**src/rtl/sqm_cmd_pkg.sv**
```systemverilog
// Shared constants for the sound command FIFO: parameter bounds and status-word layout.
// Status layout is used when SOUND_CMD_FIFO_STATUS_EN is defined.
package sqm_cmd_pkg;

  localparam int DW_MIN    = 4;
  localparam int DW_MAX    = 16;
  localparam int DEPTH_MIN = 2;
  localparam int DEPTH_MAX = 64;

  // The count field sits at the bottom; flag positions are offsets above it,
  // because the count width follows DEPTH.
  localparam int STAT_CNT_LSB = 0;
  localparam int STAT_EMPTY   = 0;
  localparam int STAT_FULL    = 1;
  localparam int STAT_OVF     = 2;

  function automatic int cnt_width(input int depth);
    return $clog2(depth) + 1;
  endfunction

  function automatic int stat_pos(input int depth, input int flag_offset);
    return STAT_CNT_LSB + cnt_width(depth) + flag_offset;
  endfunction

endpackage

```
**src/rtl/sound_cmd_mem.sv**
```systemverilog
// Command storage: DEPTH x DW, one synchronous write port, asynchronous read.
module sound_cmd_mem #(
  parameter int DW    = 8,
  parameter int DEPTH = 4,
  parameter int AW    = $clog2(DEPTH)
) (
  input  logic          clk,
  input  logic          we,
  input  logic [AW-1:0] waddr,
  input  logic [DW-1:0] wdata,
  input  logic [AW-1:0] raddr,
  output logic [DW-1:0] rdata
);

  logic [DW-1:0] mem [DEPTH];

  always_ff @(posedge clk) begin
    if (we) begin
      mem[waddr] <= wdata;
    end
  end

  assign rdata = mem[raddr];

endmodule

```
**src/rtl/sound_cmd_fifo.sv**
```systemverilog
// Main-CPU to sound-CPU command FIFO with falling-edge read detection and wired-OR read bus.
// Define SOUND_CMD_FIFO_STATUS_EN to expose the status register at adr=1.
module sound_cmd_fifo
  import sqm_cmd_pkg::*;
#(
  parameter int            DW         = 8,
  parameter int            DEPTH      = 4,
  parameter logic [DW-1:0] RESET_CODE = '0
) (
  input  logic          clk,
  input  logic          reset,
  input  logic          wr,
  input  logic [DW-1:0] din,
  input  logic          cs,
  input  logic          rd_n,
  input  logic          adr,
  input  logic          clr,
  output logic [DW-1:0] dout,
  output logic          int_n,
  output logic          empty,
  output logic          full,
  output logic          ovf
);

  localparam int PW = $clog2(DEPTH);
  localparam int CW = cnt_width(DEPTH);

  logic [PW-1:0] head_reg;
  logic [PW-1:0] tail_reg;
  logic [CW-1:0] count_reg;
  logic          ovf_reg;
  logic [DW-1:0] last_reg;
  logic [DW-1:0] dout_reg;
  logic          int_n_reg;
  logic          rd_n_q;

  logic          rd_fall;
  logic          data_rd;
  logic          stat_rd;
  logic          pop;
  logic          push;
  logic          drop;
  logic [DW-1:0] head_data;

  assign empty = (count_reg == '0);
  assign full  = (count_reg == CW'(DEPTH));
  assign ovf   = ovf_reg;
  assign dout  = dout_reg;
  assign int_n = int_n_reg;

  // One pop per access: only the cycle where rd_n goes low counts.
  assign rd_fall = cs & ~rd_n & rd_n_q;

`ifdef SOUND_CMD_FIFO_STATUS_EN
  localparam int STAT_W = CW + 3;

  logic [STAT_W-1:0] stat_word;
  logic [DW-1:0]     status_dw;

  always_comb begin
    stat_word = '0;
    stat_word[STAT_CNT_LSB +: CW]         = count_reg;
    stat_word[stat_pos(DEPTH, STAT_EMPTY)] = empty;
    stat_word[stat_pos(DEPTH, STAT_FULL)]  = full;
    stat_word[stat_pos(DEPTH, STAT_OVF)]   = ovf_reg;
  end

  // Zero-pad (or truncate for very narrow buses) the status word onto DW.
  for (genvar gi = 0; gi < DW; gi++) begin : g_stat
    if (gi < STAT_W) begin : g_bit
      assign status_dw[gi] = stat_word[gi];
    end else begin : g_pad
      assign status_dw[gi] = 1'b0;
    end
  end

  assign data_rd = rd_fall & ~adr;
  assign stat_rd = rd_fall & adr;
`else
  logic unused_adr;
  assign unused_adr = adr;
  assign data_rd    = rd_fall;
  assign stat_rd    = 1'b0;
`endif

  // clr wins over both sides; a full FIFO still accepts a write when it pops.
  assign pop  = data_rd & ~empty & ~clr;
  assign push = wr & (~full | pop) & ~clr;
  assign drop = wr & full & ~pop & ~clr;

  sound_cmd_mem #(
    .DW    (DW),
    .DEPTH (DEPTH)
  ) u_mem (
    .clk   (clk),
    .we    (push),
    .waddr (tail_reg),
    .wdata (din),
    .raddr (head_reg),
    .rdata (head_data)
  );

  always_ff @(posedge clk or posedge reset) begin
    if (reset) begin
      head_reg  <= '0;
      tail_reg  <= '0;
      count_reg <= '0;
      ovf_reg   <= 1'b0;
      last_reg  <= RESET_CODE;
      int_n_reg <= 1'b1;
      rd_n_q    <= 1'b1;
    end else begin
      rd_n_q    <= rd_n;
      int_n_reg <= (count_reg == '0);
      if (clr) begin
        head_reg  <= '0;
        tail_reg  <= '0;
        count_reg <= '0;
        ovf_reg   <= 1'b0;
      end else begin
        if (push) begin
          tail_reg <= tail_reg + PW'(1);
        end
        if (pop) begin
          head_reg <= head_reg + PW'(1);
        end
        unique case ({push, pop})
          2'b10:   count_reg <= count_reg + CW'(1);
          2'b01:   count_reg <= count_reg - CW'(1);
          default: count_reg <= count_reg;
        endcase
        if (drop) begin
          ovf_reg <= 1'b1;
        end else if (stat_rd) begin
          ovf_reg <= 1'b0;
        end
      end
      if (pop) begin
        last_reg <= head_data;
      end
    end
  end

  // Read bus: load on the falling edge, hold during the access, zero otherwise.
  always_ff @(posedge clk or posedge reset) begin
    if (reset) begin
      dout_reg <= '0;
    end else if (data_rd) begin
      dout_reg <= pop ? head_data : last_reg;
`ifdef SOUND_CMD_FIFO_STATUS_EN
    end else if (stat_rd) begin
      dout_reg <= status_dw;
`endif
    end else if (!(cs && !rd_n)) begin
      dout_reg <= '0;
    end
  end

endmodule

```
**config.mk**
```make
export PLATFORM = sky130hd
export DESIGN_NAME = sound_cmd_fifo
export DESIGN_NICKNAME = d
export VERILOG_FILES = /design/src/rtl/sqm_cmd_pkg.sv /design/src/rtl/sound_cmd_mem.sv /design/src/rtl/sound_cmd_fifo.sv
export SDC_FILE = /design/constraint.sdc
export NUM_CORES = 1
export LEC_CHECK = 0
export BUFFER_PORTS_ARGS = -buffer_cell sky130_fd_sc_hd__buf_2
export CAP_MARGIN = 20
export CORE_ASPECT_RATIO = 0.8
export CORE_MARGIN = 4
export CORE_UTILIZATION = 45
export CTS_CLUSTER_DIAMETER = 100
export DETAILED_ROUTE_END_ITERATION = 8
export RECOVER_POWER = 100
export SLEW_MARGIN = 25
export SYNTH_ARGS = -nofsm -noshare
export SYNTH_HDL_FRONTEND = slang
export SYNTH_HIERARCHICAL = 1
export SYNTH_SLANG_ARGS = --single-unit
export TNS_END_PERCENT = 1
```
**constraint.sdc**
```tcl
create_clock -name clk -period 2.94 [get_ports clk]
set_clock_uncertainty 0.2 [all_clocks]
set_input_delay 0.588 -clock clk [delete_from_list [all_inputs] [get_ports clk]]
set_output_delay 0.588 -clock clk [all_outputs]
set_load 0.005 [all_outputs]
```
==> results.yml, run 1 <==
synthesis:
  yosys_most_used_dff: "edfxtp_1"
  yosysTopAreaCell: "edfxtp_1"
  synth_area_leaders: "edfxtp_1 41%, dfrtp_1 26%, mux4_2 7.7%, mux2_2 4.4%, a22o_1 3.0%"
  synth.top_cell.area_share_pct: 41.3
  synth_edf_count: 32
  synth_nets: 147
  postSynthAreaPerCell_um2: 17.8
  synth_area_mm2: 0.00233
  syn_inst: 131
  ys_types: 32
  async_flop_share_pct: 44.8
  seq_area_frac_synth_pct: 69.4
  yosysWarnings: 6
  synth-seq-cells: 58
sta:
  finalCriticalPeriod_ns: 2.36
  fin_tns_setup_ns: 0
  slew_violations: 0
  hold_viol: 0
  setup_viol: 0
  rsz0062_at_grt: "no"
  fmax_mhz: 424
  worstMarginPinSlew_ns: 0.943
  period_share_pct: 80.1
  relSlewSlack_pct: 37.0
critical_path:
  crit_path_end_kind: "flop"
  reg2reg_depth: 5
  r2r-end: "count_reg[1]"
  cp.required_ns: 2.94
  r2r_slack_ns: 0.58
  crit_arrival_ns: 2.35
  start_kind: "flop"
  path_class: "reg2reg"
  worstPathMaxFanout: 7
  crit-reg2reg-launch: "rd_n_q"
clocking:
  clockRootBuffer: "clkbuf_8"
  cts_tree: "yes"
  clkLatencyLatePin_ns: 0.33
  cts_setup_buffers: 0
  h-tree-depth: 3
  hold_buffers: 0
  cts_buffers: 9
  clock_sinks: 58
  clock_path_buffers: 2
  clk_pin_slew_ns: 0.06
  cts_resized: 0
job:
  maxCapViolCount: 0
floorplan:
  die_h_um: 72.3
  die_width_um: 88.4
  coreArea_mm2: 0.00501
  ios: 27
  dieArea_mm2: 0.00639
  rows: 23
  initial_core_util_pct: 46.5
drt:
  drcViolationCount: 0
  wl_per_cell_um: 17.4
  viasPerCell: 5.29
  routed_wl_mm: 4.05
  drtAntennaViolNets: 0
  firstDrtPassIters: 4
  vias: 1232
  drt_iter0_drc: 84
final_layout:
  final_core_util_pct: 52.8
  layout.nets: 182
  layout-drive-gt1-share_pct: 22.2
  final_common_cell: "edfxtp_1"
  syn_to_final_growth_pct: 13.7
  most-common-layout-cells: "32 x edfxtp_1, 24 x dfrtp_1, 18 x clkbuf_1"
  antenna_cells: 0
  largest_register_ffs: 32
global_route:
  grt.overflow.total: 0
  grt_start_max_net_pins: 27
  grt_use_total_pct: 15.1
  antenna_found_initial: 0
  grt_pass1_vias: 1277
  grt_pass1_wl_mm: 6.71
outcome:
  status: "complete, no violations"
power:
  power_mw: 1.72
  ir_drop_v: 0.000359
  power.density_mw_per_mm2: 651
  cellLeakagePower_nw: 1.03
hold_path:
  min_to: "rd_n_q"
  min_path_type: "in2reg"
  min_path_cells: 1
  worstHoldStart: "rd_n"
place:
  gp_congestion: 0.718
  io_buffers: 25
  dp.final_hpwl_mm: 2.77
-- per-stage QoR --
stage | hold slack (ns) | instances | area [um2] | worst slack (ns)
after floorplan | 0.268 | 131 | 2330 | 0.491
after global placement | 0.278 | 217 | 2530 | 0.556
after detailed placement | 0.286 | 217 | 2530 | 0.479
after CTS | 0.170 | 233 | 2690 | 0.626
after global routing | 0.170 | 233 | 2650 | 0.438
final | 0.195 | 233 | 2650 | 0.584
-- worst max path at each step --
stage                             from               to  slack [ns]  cells after the start
after floorplan                     wr  u_mem/mem[0][0]        0.49                      4
after global placement            rd_n     count_reg[1]        0.56                      6
after detailed placement          rd_n     count_reg[1]        0.48                      6
after CTS                 count_reg[1]     count_reg[2]        0.63                      6
after global routing            rd_n_q     count_reg[1]        0.44                      5
final                           rd_n_q     count_reg[1]        0.58                      5
-- kinds of logic (layout without fill, tap and decap cells) --
group,Yosys count,count (layout),share of synthesized area [%]
compound gates,14,14,4.89
xor+xnor,4,4,1.51
fa+ha+maj,1,1,0.860
buf+inv,7,47,1.56
flops,58,58,69.4
mux,20,20,13.6
simple gates,27,27,8.23
-- worst max-delay path, stage by stage (launching register included) --
cell and delay, ns:
dfstp_1 0.54, nand3b_1 0.26, nor4_1 0.36, fa_1 0.49, a221oi_1 0.29, a311oi_1 0.08
-- report_power, final --
part	switching (mW)	internal, mW	total [mW]
sequential	0.0323	0.935	0.968
combinational	0.0880	0.0760	0.164
clock	0.274	0.316	0.591
total	0.394	1.33	1.72
-- synth_stat cells (2+ instances only) --
library cell,number
dfrtp_1,24
nand2_1,2
nor2b_1,2
and3_1,2
xnor2_1,2
xor2_1,2
mux2_2,9
clkbuf_1,2
and3b_1,3
o211ai_1,2
nor3_4,2
nor2_1,9
inv_1,2
mux2i_1,2
edfxtp_1,32
nor3b_1,3
dfstp_2,2
a22o_1,8
mux4_2,8
-- cell type report --
type                       count  area, um2
timing repair buffer          29        129
clock buffer                  11        141
tap                           62       77.6
multi-input combinational     66        656
fill                         450       2360
sequential                    58       1610
inverter                       2       7.51
clock inverter                 5       21.3
-- layer usage --
metal,share of wire (%),global-route usage (%),wire length [um]
met5,0,0,0
met4,1.8,8.56,72
met3,5.2,5.79,212
met2,48,21.9,1930
met1,45,19.5,1840
Note: power is estimated with default switching activity, not from simulation.
==> run 2: changes to the inputs <==
==> constraint.sdc (replaced) <==
create_clock -name clk -period 2.4 [get_ports clk]
set_clock_uncertainty 0.2 [all_clocks]
set_input_delay 0.48 -clock clk [delete_from_list [all_inputs] [get_ports clk]]
set_output_delay 0.48 -clock clk [all_outputs]
set_load 0.005 [all_outputs]
==> run 2 against run 1 <==
Compared with the run above:
- core utilization is 2.1 points higher
- clock-buffer cell count grew 5
- largest power group unchanged
- die area did not move
- sequential share of layout area shrank 2.4 points
- via count increased by 3.6%
- global-route usage decreased by 0.13 points
- first-iteration DRC count is 26% lower
- critical path type unchanged
- critical endpoint is now dout[5]
- power rose by 26%
- final area grew 4.0%
==> results.yml, run 2 (synthesized netlist as in run 1, its figures left out) <==
clocking:
  clock_path_buffers: 2
  h-tree-depth: 3
  cts_tree: "yes"
  cts_setup_buffers: 0
  clkLatencyLatePin_ns: 0.32
  clockRootBuffer: "clkbuf_8"
  cts_buffers: 9
  clock_sinks: 58
  clk_pin_slew_ns: 0.06
  cts_resized: 0
global_route:
  antenna_found_initial: 0
  grt_pass1_vias: 1355
  grt_use_total_pct: 15.0
  grt.overflow.total: 0
  grt_start_max_net_pins: 27
  grt_pass1_wl_mm: 6.88
sta:
  fmax_mhz: 443
  slew_violations: 0
  rsz0062_at_grt: "no"
  worstMarginPinSlew_ns: 0.886
  finalCriticalPeriod_ns: 2.26
  hold_viol: 0
  relSlewSlack_pct: 40.8
  setup_viol: 0
  worst_hold_slack_ns: 0.0837
  fin_tns_setup_ns: 0
  period_share_pct: 94.1
drt:
  vias: 1276
  viasPerCell: 5.21
  drcViolationCount: 0
  drtAntennaViolNets: 0
  routed_wl_mm: 4.04
  firstDrtPassIters: 4
  drt_iter0_drc: 62
  wl_per_cell_um: 16.5
hold_path:
  min_to: "rd_n_q"
  worstHoldStart: "rd_n"
  min_path_type: "in2reg"
  min_path_cells: 1
floorplan:
  rows: 23
  initial_core_util_pct: 46.5
  ios: 27
  coreArea_mm2: 0.00501
  dieArea_mm2: 0.00639
  die_h_um: 72.3
  die_width_um: 88.4
job:
  maxCapViolCount: 0
final_layout:
  largest_register_ffs: 32
  syn_to_final_growth_pct: 18.3
  layout-drive-gt1-share_pct: 28.4
  most-common-layout-cells: "32 x edfxtp_1, 24 x dfrtp_1, 21 x clkbuf_1, 13 x buf_2, 11 x clkbuf_8"
  antenna_cells: 0
  fillCellCount: 433
  final_common_cell: "edfxtp_1"
  layout.nets: 194
power:
  cellLeakagePower_nw: 1.10
  power.density_mw_per_mm2: 789
  ir_drop_v: 0.000518
critical_path:
  worstPathMaxFanout: 8
  crit_arrival_ns: 2.27
  crit-reg2reg-launch: "rd_n_q"
  reg2reg_depth: 6
  crit_path_end_kind: "flop"
  path_class: "reg2reg"
  r2r-end: "dout[5]"
  cp.required_ns: 2.41
  start_kind: "flop"
  r2r_slack_ns: 0.14
place:
  dp.final_hpwl_mm: 2.94
  gp_congestion: 0.735
  io_buffers: 25
outcome:
  status: "complete, no violations"
==> run 2: per-stage QoR <==
stage | worst slack [ns] | cell area (um2) | cells | power [mW] | utilization (%)
finish | 0.142 | 2750 | 245 | 2.17 | 55.0
global route | 0.0458 | 2750 | 245 | 2.30 | 55.0
CTS | 0.177 | 2810 | 245 | 2.22 | 56.0
detailed placement | 0.109 | 2630 | 228 | 1.45 | 52.4
global placement | 0.190 | 2630 | 228 | 1.44 | 52.4
floorplan | 0.0590 | 2330 | 131 | 1.35 | -
==> run 2: worst max-delay path by stage <==
stage	from	endpoint	slack, ns	cells past startpoint
after floorplan	wr	u_mem/mem[0][0]	0.06	4
after global placement	rd_n	u_mem/mem[0][4]	0.19	6
after detailed placement	rd_n	count_reg[1]	0.11	6
after CTS	count_reg[1]	u_mem/mem[3][7]	0.18	5
after global routing	rd_n_q	dout[5]	0.05	6
final	rd_n_q	dout[5]	0.14	6
==> run 2: worst max-delay path, stage by stage (launching register included) <==
cell and delay [ns]:
dfstp_1 0.56, nand3b_2 0.11, buf_4 0.17, nor3_4 0.14
clkbuf_1 0.38, mux2_1 0.40, a22o_1 0.19
==> run 2: timing repair <==
action	in CTS	in global routing
hold buffers	1	0
setup endpoints to repair	0	0
endpoints found under the hold margin	20	0
==> run 2: area by class of cell <==
type	instances	area, um2	area share [%]
sequential	58	1610	58.6
multi-input combinational	66	666	24.2
timing repair buffer	41	218	7.91
clock buffer	16	170	6.18
tap	62	77.6	2.82
inverter	2	7.51	0.273
==> run 2: metal layers <==
metal	track usage [%]	share of wire (%)	vias up
li1	-	-	600
met1	19.8	46	641
met2	21.7	47	28
met3	6.70	5.9	7
met4	6.04	1.3	0
met5	0	0	-
==> run 2: power breakdown <==
part           internal [mW]  switching (mW)  total, mW
Combinational          0.110           0.113      0.223
Clock                  0.433           0.331      0.764
Sequential              1.15          0.0389       1.19
